<file path="config.mk">
export PLATFORM = sky130hd
export DESIGN_NAME = ob_mem_arbiter_flat
export DESIGN_NICKNAME = d
export VERILOG_FILES = /design/src/rtl/ob_mem_arbiter_if.sv /design/src/rtl/ob_mem_arbiter.sv /design/src/flat_wrapper.sv
export SDC_FILE = /design/constraint.sdc
export NUM_CORES = 1
export LEC_CHECK = 0
export ABC_CLOCK_PERIOD_IN_PS = 1750
export CORE_MARGIN = 2
export CORE_UTILIZATION = 38
export CTS_BUF_LIST = sky130_fd_sc_hd__clkbuf_2 sky130_fd_sc_hd__clkbuf_4 sky130_fd_sc_hd__clkbuf_8
export CTS_CLUSTER_DIAMETER = 60
export DETAILED_ROUTE_END_ITERATION = 6
export PLACE_DENSITY = 0.83
export SYNTH_ARGS = -nofsm -noshare
export SYNTH_HDL_FRONTEND = slang
export SYNTH_SLANG_ARGS = --single-unit
</file>
<file path="constraint.sdc">
create_clock -name clk_i -period 1.75 [get_ports clk_i]
set_input_delay 0.4375 -clock clk_i [delete_from_list [all_inputs] [get_ports clk_i]]
set_output_delay 0.4375 -clock clk_i [all_outputs]
set_load 0.05 [all_outputs]
</file>
<file path="src/rtl/ob_mem_arbiter_if.sv">
// ob_mem_arbiter_if: request/response bundle plus SRAM-side signals of the
// output-buffer arbiter.
//   req_*   : per-requester valid/ready write/read requests (index 0 or 1)
//   rsp_*   : read responses, one valid bit per requester, shared data
//   mem_*   : single-port SRAM macro controls (active low) and data
// Modports: slave = arbiter, master = requesters + SRAM side.
interface ob_mem_arbiter_if #(
    parameter int unsigned WIDTH  = 8,
    parameter int unsigned COL    = 4,
    parameter int unsigned O_SIZE = 256
);
    localparam int unsigned AW = $clog2(O_SIZE);

    logic [1:0]                       req_valid_i;
    logic [1:0]                       req_ready_o;
    logic [1:0]                       req_we_i;
    logic [1:0][AW-1:0]               req_addr_i;
    logic [1:0][COL-1:0][WIDTH-1:0]   req_wdata_i;
    logic [1:0]                       rsp_valid_o;
    logic [COL-1:0][WIDTH-1:0]        rsp_data_o;
    logic                             mem_cenb_o;
    logic                             mem_wenb_o;
    logic [AW-1:0]                    mem_addr_o;
    logic [COL-1:0][WIDTH-1:0]        mem_data_o;
    logic [COL-1:0][WIDTH-1:0]        mem_data_i;

    modport slave (
        input  req_valid_i, req_we_i, req_addr_i, req_wdata_i, mem_data_i,
        output req_ready_o, rsp_valid_o, rsp_data_o,
               mem_cenb_o, mem_wenb_o, mem_addr_o, mem_data_o
    );

    modport master (
        output req_valid_i, req_we_i, req_addr_i, req_wdata_i, mem_data_i,
        input  req_ready_o, rsp_valid_o, rsp_data_o,
               mem_cenb_o, mem_wenb_o, mem_addr_o, mem_data_o
    );
endinterface

</file>
<file path="src/rtl/ob_mem_arbiter.sv">
// ob_mem_arbiter: round-robin arbiter sharing one single-port output-buffer
// SRAM between the matrix_mult writeback path (requester 0) and the host /
// scan readout path (requester 1).
//   clk_i, rst_i : clock, synchronous active-high reset
//   bus (slave)  : request handshake, read responses, SRAM controls/data
//   busy_o       : an access is in the issue stage or a read response is due
// Optional build macro OB_ARB_STATS_EN adds grant_cnt0_o, grant_cnt1_o
// (saturating accepted-request counters) and max_wait_o (longest
// valid-but-not-ready run of either requester, saturating).
// Timing: accept in cycle T, SRAM access driven in T+1, read response
// (rsp_valid_o pulse) in T+2.
module ob_mem_arbiter #(
    parameter int unsigned WIDTH  = 8,
    parameter int unsigned COL    = 4,
    parameter int unsigned O_SIZE = 256
) (
    input  logic               clk_i,
    input  logic               rst_i,
    ob_mem_arbiter_if.slave    bus,
    output logic               busy_o
`ifdef OB_ARB_STATS_EN
    ,
    output logic [15:0]        grant_cnt0_o,
    output logic [15:0]        grant_cnt1_o,
    output logic [7:0]         max_wait_o
`endif
);
    localparam int unsigned AW = $clog2(O_SIZE);

    typedef logic [COL-1:0][WIDTH-1:0] word_t;

    // Arbitration
    logic [1:0] grant_c;
    logic       accept_c;
    logic       gid_c;
    logic       sel_we_c;
    logic [AW-1:0] sel_addr_c;
    word_t      sel_wdata_c;

    // Pipeline state
    logic       ptr_q, ptr_d;
    logic       cenb_q, cenb_d;
    logic       wenb_q, wenb_d;
    logic [AW-1:0] addr_q, addr_d;
    word_t      data_q, data_d;
    logic       iss_rd_q, iss_rd_d;
    logic       iss_id_q, iss_id_d;
    logic [1:0] rsp_valid_q, rsp_valid_d;
    word_t      hold_q, hold_d;
    logic       busy_d;

    // Fixed-priority by pointer when both request; nothing granted in reset
    always_comb begin
        grant_c = 2'b00;
        if (!rst_i) begin
            case (bus.req_valid_i)
                2'b01:   grant_c = 2'b01;
                2'b10:   grant_c = 2'b10;
                2'b11:   grant_c = ptr_q ? 2'b10 : 2'b01;
                default: grant_c = 2'b00;
            endcase
        end
    end

    assign accept_c    = |grant_c;
    assign gid_c       = grant_c[1];
    assign sel_we_c    = bus.req_we_i[gid_c];
    assign sel_addr_c  = bus.req_addr_i[gid_c];
    assign sel_wdata_c = bus.req_wdata_i[gid_c];

    assign bus.req_ready_o = grant_c;

    // Next-state for pointer, issue stage, tag pipeline and response stage
    always_comb begin
        ptr_d       = ptr_q;
        cenb_d      = 1'b1;
        wenb_d      = 1'b1;
        addr_d      = addr_q;
        data_d      = data_q;
        iss_rd_d    = accept_c & ~sel_we_c;
        iss_id_d    = gid_c;
        rsp_valid_d = 2'b00;
        hold_d      = hold_q;
        busy_d      = accept_c | iss_rd_q;

        if (accept_c) begin
            ptr_d  = ~gid_c;
            cenb_d = 1'b0;
            wenb_d = ~sel_we_c;
            addr_d = sel_addr_c;
            if (sel_we_c) begin
                data_d = sel_wdata_c;
            end
        end

        if (iss_rd_q) begin
            rsp_valid_d = iss_id_q ? 2'b10 : 2'b01;
        end

        // Keep the last returned word visible after the pulse ends
        if (|rsp_valid_q) begin
            hold_d = bus.mem_data_i;
        end
    end

    // State registers
    always_ff @(posedge clk_i) begin
        if (rst_i) begin
            ptr_q       <= 1'b0;
            cenb_q      <= 1'b1;
            wenb_q      <= 1'b1;
            addr_q      <= '0;
            data_q      <= '0;
            iss_rd_q    <= 1'b0;
            iss_id_q    <= 1'b0;
            rsp_valid_q <= 2'b00;
            hold_q      <= '0;
            busy_o      <= 1'b0;
        end else begin
            ptr_q       <= ptr_d;
            cenb_q      <= cenb_d;
            wenb_q      <= wenb_d;
            addr_q      <= addr_d;
            data_q      <= data_d;
            iss_rd_q    <= iss_rd_d;
            iss_id_q    <= iss_id_d;
            rsp_valid_q <= rsp_valid_d;
            hold_q      <= hold_d;
            busy_o      <= busy_d;
        end
    end

    assign bus.mem_cenb_o  = cenb_q;
    assign bus.mem_wenb_o  = wenb_q;
    assign bus.mem_addr_o  = addr_q;
    assign bus.mem_data_o  = data_q;
    assign bus.rsp_valid_o = rsp_valid_q;
    // SRAM output is only valid in the response cycle; forward it then, and
    // present the captured copy otherwise.
    assign bus.rsp_data_o  = (|rsp_valid_q) ? bus.mem_data_i : hold_q;

`ifdef OB_ARB_STATS_EN
    logic [15:0]     cnt0_q, cnt0_d;
    logic [15:0]     cnt1_q, cnt1_d;
    logic [1:0][7:0] wait_q, wait_d;
    logic [7:0]      max_q, max_d;

    // Saturating grant counters and per-requester wait runs
    always_comb begin
        cnt0_d = cnt0_q;
        cnt1_d = cnt1_q;
        wait_d = '0;
        max_d  = max_q;
        if (grant_c[0] && (cnt0_q != 16'hFFFF)) begin
            cnt0_d = cnt0_q + 16'd1;
        end
        if (grant_c[1] && (cnt1_q != 16'hFFFF)) begin
            cnt1_d = cnt1_q + 16'd1;
        end
        for (int i = 0; i < 2; i++) begin
            if (bus.req_valid_i[i] && !grant_c[i]) begin
                wait_d[i] = (wait_q[i] == 8'hFF) ? 8'hFF : wait_q[i] + 8'd1;
            end
            if (wait_d[i] > max_d) begin
                max_d = wait_d[i];
            end
        end
    end

    always_ff @(posedge clk_i) begin
        if (rst_i) begin
            cnt0_q <= '0;
            cnt1_q <= '0;
            wait_q <= '0;
            max_q  <= '0;
        end else begin
            cnt0_q <= cnt0_d;
            cnt1_q <= cnt1_d;
            wait_q <= wait_d;
            max_q  <= max_d;
        end
    end

    assign grant_cnt0_o = cnt0_q;
    assign grant_cnt1_o = cnt1_q;
    assign max_wait_o   = max_q;
`endif
endmodule

</file>
<file path="src/flat_wrapper.sv">
// flat-port wrapper written by rule: the top's interface ports become plain ports
module ob_mem_arbiter_flat 
#(
    parameter int unsigned WIDTH  = 8,
    parameter int unsigned COL    = 4,
    parameter int unsigned O_SIZE = 256
)
  (clk_i, rst_i, busy_o, bus_req_valid_i, bus_req_we_i, bus_req_addr_i, bus_req_wdata_i, bus_mem_data_i, bus_req_ready_o, bus_rsp_valid_o, bus_rsp_data_o, bus_mem_cenb_o, bus_mem_wenb_o, bus_mem_addr_o, bus_mem_data_o);
  ob_mem_arbiter_if #(.WIDTH(WIDTH), .COL(COL), .O_SIZE(O_SIZE)) bus_i ();
  input  logic clk_i;
  input  logic rst_i;
  output logic busy_o;
  input wire logic [$bits(bus_i.req_valid_i)-1:0] bus_req_valid_i;
  input wire logic [$bits(bus_i.req_we_i)-1:0] bus_req_we_i;
  input wire logic [$bits(bus_i.req_addr_i)-1:0] bus_req_addr_i;
  input wire logic [$bits(bus_i.req_wdata_i)-1:0] bus_req_wdata_i;
  input wire logic [$bits(bus_i.mem_data_i)-1:0] bus_mem_data_i;
  output wire logic [$bits(bus_i.req_ready_o)-1:0] bus_req_ready_o;
  output wire logic [$bits(bus_i.rsp_valid_o)-1:0] bus_rsp_valid_o;
  output wire logic [$bits(bus_i.rsp_data_o)-1:0] bus_rsp_data_o;
  output wire logic [$bits(bus_i.mem_cenb_o)-1:0] bus_mem_cenb_o;
  output wire logic [$bits(bus_i.mem_wenb_o)-1:0] bus_mem_wenb_o;
  output wire logic [$bits(bus_i.mem_addr_o)-1:0] bus_mem_addr_o;
  output wire logic [$bits(bus_i.mem_data_o)-1:0] bus_mem_data_o;
  assign bus_i.req_valid_i = bus_req_valid_i;
  assign bus_i.req_we_i = bus_req_we_i;
  assign bus_i.req_addr_i = bus_req_addr_i;
  assign bus_i.req_wdata_i = bus_req_wdata_i;
  assign bus_i.mem_data_i = bus_mem_data_i;
  assign bus_req_ready_o = bus_i.req_ready_o;
  assign bus_rsp_valid_o = bus_i.rsp_valid_o;
  assign bus_rsp_data_o = bus_i.rsp_data_o;
  assign bus_mem_cenb_o = bus_i.mem_cenb_o;
  assign bus_mem_wenb_o = bus_i.mem_wenb_o;
  assign bus_mem_addr_o = bus_i.mem_addr_o;
  assign bus_mem_data_o = bus_i.mem_data_o;
  ob_mem_arbiter #(.WIDTH(WIDTH), .COL(COL), .O_SIZE(O_SIZE)) u_core (.clk_i(clk_i), .rst_i(rst_i), .bus(bus_i), .busy_o(busy_o));
endmodule
</file>
Yosys cells after proc, flatten, opt, wreduce, memory -nomap -nowiden
Cells that the tools add are included.
Widths: inputs -> output; s select.
- input bits: 118
- register bits after elaboration: 80
- output and inout bits: 79
- logic and storage cells: 43
- reductions and logical operators: 5
- equal/unequal tests: 3
- mux-type cells: 12
- $lt $le $gt $ge: 1
- bitwise operators: 6
- operators by type and width (kind ; count):
    $mux 32 ; 3
    $mux 8 ; 2
    $reduce_or 2->1 ; 4
    $mux 2 ; 3
    $pmux 2 s3 ; 1
    $eq 2x2->1 const B ; 2
    $not 1->1 ; 4
    $mux 1 ; 3
    $eq 2x1->1 const B ; 1
    $lt 1x2->1 const B ; 1
    $reduce_and 2->1 ; 1
    $and 1x1->1 ; 1
    $or 1x1->1 ; 1

Logic depth before layout (Yosys ltp)
Gate-level depths: netlist (run 1).
- word-level depth: 7
- gate-level depth with buffers: 6
- gate-level depth less buffers: 4

Worst setup path before layout (run 1)
No wires, ideal clock.
- kind: flip-flop to output port
- start point: register u_core.rsp_valid_q[1], in the netlist u_core.bus.rsp_valid_o[1]
- end point: output bus_rsp_data_o[10]
- cell stages (with the launch flop): 4
- data required time: 1.312 ns
- arrival: 1.453 ns
- path buffers: 1
- setup slack: -0.141 ns
- cell sequence: dfxtp_1 > nor2_1 > buf_4 > mux2_2
- longest elaborated chain between the ends: 2
- ends and longest elaborated chain (what ; line ; RTL):
    start, declared ; ob_mem_arbiter.sv:48 ; logic [1:0] rsp_valid_q, rsp_valid_d;
    start signal, assigned ; ob_mem_arbiter.sv:127 ; rsp_valid_q <= rsp_valid_d;
    $reduce_or 2->1 ; ob_mem_arbiter.sv:140 ; assign bus.rsp_data_o = (|rsp_valid_q) ? bus.mem_data_i : hold_q;
    $mux 32 ; ob_mem_arbiter.sv:140 ;
    end, declared ; flat_wrapper.sv:20 ; output wire logic [$bits(bus_i.rsp_data_o)-1:0] bus_rsp_data_o;
No other way between the ends.

Worst setup path after layout (run 1)
- start point: register u_core.rsp_valid_q[1], in the netlist u_core.bus.rsp_valid_o[1]
- end point: output bus_rsp_data_o[28]
The elaborated chain is that of the path after synthesis.

==> impl_metrics.ini, run 1 <==
[grt]
grt.overflow.total = 0
grt_pass1_wl_um = 13800
grt_max_degree = 38
grt_pass1_vias = 2867
grt_antenna_before_repair = 0
groute.usage.overall_pct = 19.5

[detailed_routing]
drt_iter0_markers = 66
num_vias = 2801
drt-total-wl_um = 9240
antenna_left = 0
first_pass_iters = 4
wl_per_cell_um = 15.9
avgViaCountPerCell = 4.81
drcViolationCount = 0

[synthesis]
synth_edf_count = 0
yosys-top-cells-count = dfxtp_1 (80), mux2_2 (32), mux2i_1 (32), nor2b_1 (32), o2bb2ai_1 (31)
synth_cells = 262
synthTopCellsByArea = dfxtp_1 (51%), mux2_2 (11%), mux2i_1 (10%), o2bb2ai_1 (8.6%), nor2b_1 (6.3%)
synth_warnings = 0
async_reset_ff_share_pct = 0
avgSynthCellArea_um2 = 12.1
synth_top_area_share_pct = 50.6
synth_area_leader_cell = dfxtp_1
synth_cell_type_count = 29
synth_area_um2 = 3170
post-synth-top-count-cell = dfxtp_1
syn-num-nets = 380
seq_area_frac_synth_pct = 50.6
synth-seq-cells = 80
synthFlopType = dfxtp_1

[placed_design]
place_congestion = 0.746
io_buffers = 196
pre_cts_slack_ps = -338
place_hpwl_um = 6810
placed_cell_area_um2 = 5140

[worst_setup_path]
r2r_start = u_core.ptr_q
path_class = register to output pin
r2r-end = u_core.bus.mem_addr_o[6]
reg2regPathDepth = 7
rrSetupSlack_ps = 180
cp-end-kind = output pin
worstPathMaxFanout = 16
startpoint_type = register
worstPathArrival_ps = 1570
critPathRequiredTime_ps = 1310

[timing]
setup_ws_ps = -253
hold_viol_final = 0
relSlewSlack_pct = 54.2
setup_tns_ps = -7200
worst_pin_slew_ps = 682
worst_hold_slack_ps = 408
clock_skew_ps = 10.0
slew_violations = 0
fin_crit_ps = 2000
fin_crit_sh_pct = 114
setup_viol = 32
max_freq_mhz = 499
rsz0062_at_grt = yes

[hold_path]
min_from = u_core.iss_id_q
hp-class = register to register
hold_depth = 1
hold_path_end = u_core.bus.rsp_valid_o[0]

[clocking]
tritoncts = yes
cts-root-buf = clkbuf_8
numCtsBuffers = 9
cts_buffer_depth = 2
clk_pin_slew_ps = 80
clock-sinks = 80
htree_levels = 3
worstSkewPairLatency_ps = 340

[flow_run]
max-cap-violations = 0

[final_layout]
drive_gt1_share_pct = 32.9
n_antenna_cell = 0
stdcell_area_um2 = 5600
final_nets = 590
area_growth_pct = 76.8

[floorplan]
io_pins = 197
die_x_um = 95.3
rows = 33
start_util_pct = 38.9
core_area_um2 = 8130
die_area_um2 = 9080
die_h_um = 95.3

[pwr]
powerDensity_nw_per_um2 = 864
p_leak_nw = 2.57
ir_worst_vdd_mv = 0.492

[run_status]
status = finished with violations
violations = setup timing
## worst max-delay path, stage by stage (launching register included)
cell	delay (ps)
dfxtp_2	340
nor2_4	160
clkbuf_16	210
mux2_2	360
buf_6	160
## sequential cells by signal (all words and copies together) (netlist names)
signal and cells:
u_core.bus.mem_addr_o 8, u_core.bus.rsp_valid_o 2, u_core.iss_rd_q 1, u_core.busy_o 1
u_core.bus.mem_cenb_o 1, u_core.iss_id_q 1, u_core.bus.mem_wenb_o 1, u_core.bus.mem_data_o 32
u_core.ptr_q 1, u_core.hold_q 32
## cells by family after synthesis
group / synth area share, %
buffers and inverters: 4.07
AOI/OAI and AO/OA: 12.6
DFF: 50.6
muxes: 21.5
and+or+nand+nor: 11.3
## final cells by class
class	instances	area, um^2
Tap cell	105	131
Clock inverter	6	92.6
Inverter	2	7.51
Multi-Input combinational cell	163	1510
Timing Repair Buffer	216	2130
Fill cell	581	2530
Clock buffer	10	131
Sequential cell	80	1600
## placed cells by master (no fill, tap or decap), types with 6 or more instances in the layout
cell type,n
clkbuf_8,9
clkdlybuf4s50_1,114
a221o_1,8
dfxtp_1,78
mux2_2,17
mux2i_1,32
buf_4,60
buf_12,6
and2_1,8
nor2b_1,32
mux2_4,15
o2bb2ai_1,31
buf_6,32
## report_power, final
group | internal, W | switching, W
sequential | 0.00193 | 0.0000546
combinational | 0.000625 | 0.000720
clock | 0.000828 | 0.000684
total | 0.00338 | 0.00146
## per-layer routing
layer  wire (um)  up-vias  share of wire [%]  GRT usage [%]
met3        1020       13                 11           7.43
met1        3700     1285                 40           22.6
met5           0        -                  0              0
met2        4390      143                 48           32.9
li1            -     1360                  -              -
met4         123        0                1.3           6.52
## repair_timing
action / in CTS / in global routing
pin swaps: 1 / 0
resized for setup: 35 / 16
hold buffers: 0 / 0
setup buffers: 2 / 2
endpoints found under the setup margin: 34 / 34
cloned: 0 / 1
## per-stage QoR
stage | total power [W] | cells | util (%)
after global placement | 0.00328 | 561 | 63.2
after global routing | 0.00504 | 582 | 68.9
after floorplan | 0.00274 | 262 | -
after detailed placement | 0.00330 | 561 | 63.2
after CTS | 0.00486 | 579 | 67.6
final | 0.00484 | 582 | 68.9
## worst max-delay path by stage
stage                                    from                       end  slack, ps  cells past startpoint
CTS                 u_core.bus.rsp_valid_o[1]        bus_rsp_data_o[26]       -270                      4
detailed placement         bus_req_valid_i[1]  u_core.bus.mem_addr_o[6]       -340                      5
global placement           bus_req_valid_i[0]  u_core.bus.mem_addr_o[2]       -210                      6
finish              u_core.bus.rsp_valid_o[1]        bus_rsp_data_o[28]       -250                      4
floorplan           u_core.bus.rsp_valid_o[1]        bus_rsp_data_o[10]         90                      3
global route        u_core.bus.rsp_valid_o[1]        bus_rsp_data_o[20]       -310                      4
(Power assumes the default switching activity.)
==> inputs of run 2 (changes only) <==
--- a/config.mk
+++ b/config.mk
@@ -12,6 +12,7 @@
 export CTS_CLUSTER_DIAMETER = 60
 export DETAILED_ROUTE_END_ITERATION = 6
 export PLACE_DENSITY = 0.83
+export SKIP_CTS_REPAIR_TIMING = 1
 export SYNTH_ARGS = -nofsm -noshare
 export SYNTH_HDL_FRONTEND = slang
 export SYNTH_SLANG_ARGS = --single-unit
==> impl_metrics.ini, run 2 (synthesis results as in run 1) <==
[detailed_routing]
num_vias = 2801
drcViolationCount = 0
drt_iter0_markers = 69
drt-total-wl_um = 9240
avgViaCountPerCell = 4.82
first_pass_iters = 4
wl_per_cell_um = 15.9
antenna_left = 0

[pwr]
power.share.switching_pct = 30.1
p_leak_nw = 2.54
cell_internal_pwr_w = 0.00337
ir_worst_vdd_mv = 0.491
seqPwrFrac_pct = 41.1
powerDensity_nw_per_um2 = 868
comb_power_share_pct = 27.6
p_sw_w = 0.00145
clkPwrFrac_pct = 31.3

[timing]
hold_viol_final = 0
fin_crit_ps = 2010
setup_tns_ps = -7130
fin_crit_sh_pct = 115
clock_skew_ps = 9.34
setup_ws_ps = -260
relSlewSlack_pct = 54.8
rsz0062_at_grt = yes
worst_pin_slew_ps = 673
setup_viol = 32
max_freq_mhz = 498
slew_violations = 0

[final_layout]
drive_gt1_share_pct = 33.0
regArea_um2 = 1610
finalNonFillerCells = 581
final_common_cell = clkdlybuf4s50_1
area_growth_pct = 75.2
final_cell_mix = clkdlybuf4s50_1 (114), dfxtp_1 (77), buf_4 (59)
final_nets = 589
n_fill_cell = 583
multi_input_area_um2 = 1460
n_antenna_cell = 0

[hold_path]
hp-class = register to register

[flow_run]
max-cap-violations = 0

[placed_design]
place_hpwl_um = 6810
io_buffers = 196
place_congestion = 0.746
dp.cells = 561

[worst_setup_path]
worstPathMaxFanout = 16
critPathRequiredTime_ps = 1310
path_class = register to output pin
worstPathArrival_ps = 1570
cp-end-kind = output pin
startpoint_type = register

[clocking]
clock-sinks = 80
cts-root-buf = clkbuf_8
worstSkewPairLatency_ps = 340
htree_levels = 3
cts_buffer_depth = 2
tritoncts = yes
numCtsBuffers = 9
clk_pin_slew_ps = 80

[floorplan]
rows = 33
core_area_um2 = 8130
die_x_um = 95.3
die_area_um2 = 9080
die_h_um = 95.3
io_pins = 197
start_util_pct = 38.9

[grt]
grt.overflow.total = 0
grt_pass1_wl_um = 13400
grt_max_degree = 38
groute.usage.overall_pct = 19.0
grt_pass1_vias = 2826
grt_antenna_before_repair = 0

[run_status]
status = finished with violations
violations = setup timing
[run 2: changes by cell type in the layout (fill, tap and decap cells not counted), moves of 2 or more]
cell | previous run | this run
dlymetal6s2s_1 | 1 | 3
mux2_4 | 15 | 3
mux2_2 | 17 | 29
dlygate4sd2_1 | 2 | 0
[run 2: worst paths after layout]
check | start | end | slack, ps | depth (start not counted)
worst max-delay path | u_core.bus.rsp_valid_o[1] | bus_rsp_data_o[8] | -260 | 4
worst min-delay path | u_core.iss_id_q | u_core.bus.rsp_valid_o[0] | 410 | 1
worst max register to register | u_core.ptr_q | u_core.bus.mem_addr_o[6] | 260 | 6
worst min register to register | u_core.iss_id_q | u_core.bus.rsp_valid_o[0] | 410 | 1
[run 2: final cells by class]
type	count	share of cell area [%]
Sequential cell	80	28.9
Clock inverter	6	1.67
Multi-Input combinational cell	163	26.2
Tap cell	105	2.37
Timing Repair Buffer	215	38.3
Inverter	2	0.135
Clock buffer	10	2.37
[run 2: metrics by stage]
stage          util [%]  worst slack (ps)  cell area (um^2)  hold slack (ps)  power (W)
3_5_place_dp       63.2              -338              5140              401    0.00330
6_report           68.3              -260              5550              408    0.00482
2_1_floorplan         -              92.2              3180              381    0.00274
4_1_cts            65.9              -297              5360              415    0.00482
5_1_grt            68.3              -325              5550              429    0.00502
3_3_place_gp       63.2              -207              5140              389    0.00328
[run 2: worst max-delay path: stages (launching register included)]
cell and delay [ps]:
dfxtp_2 340, nor2_4 160, clkbuf_16 210, mux2_2 380
buf_6 160
[run 2: power groups by stage]
stage | registers, W | logic [W] | clock network (W)
CTS | 0.00198 | 0.00128 | 0.00155
global placement | 0.00202 | 0.00126 | 0
finish | 0.00198 | 0.00133 | 0.00151
global route | 0.00199 | 0.00140 | 0.00163
floorplan | 0.00227 | 0.000467 | 0
detailed placement | 0.00202 | 0.00128 | 0
[run 2: routing by layer]
metal / GRT usage [%] / vias to the layer above / wire, um
li1: - / 1359 / -
met1: 22.3 / 1283 / 3660
met2: 31.7 / 146 / 4450
met3: 7.27 / 13 / 1010
met4: 6.52 / 0 / 123
met5: 0 / - / 0
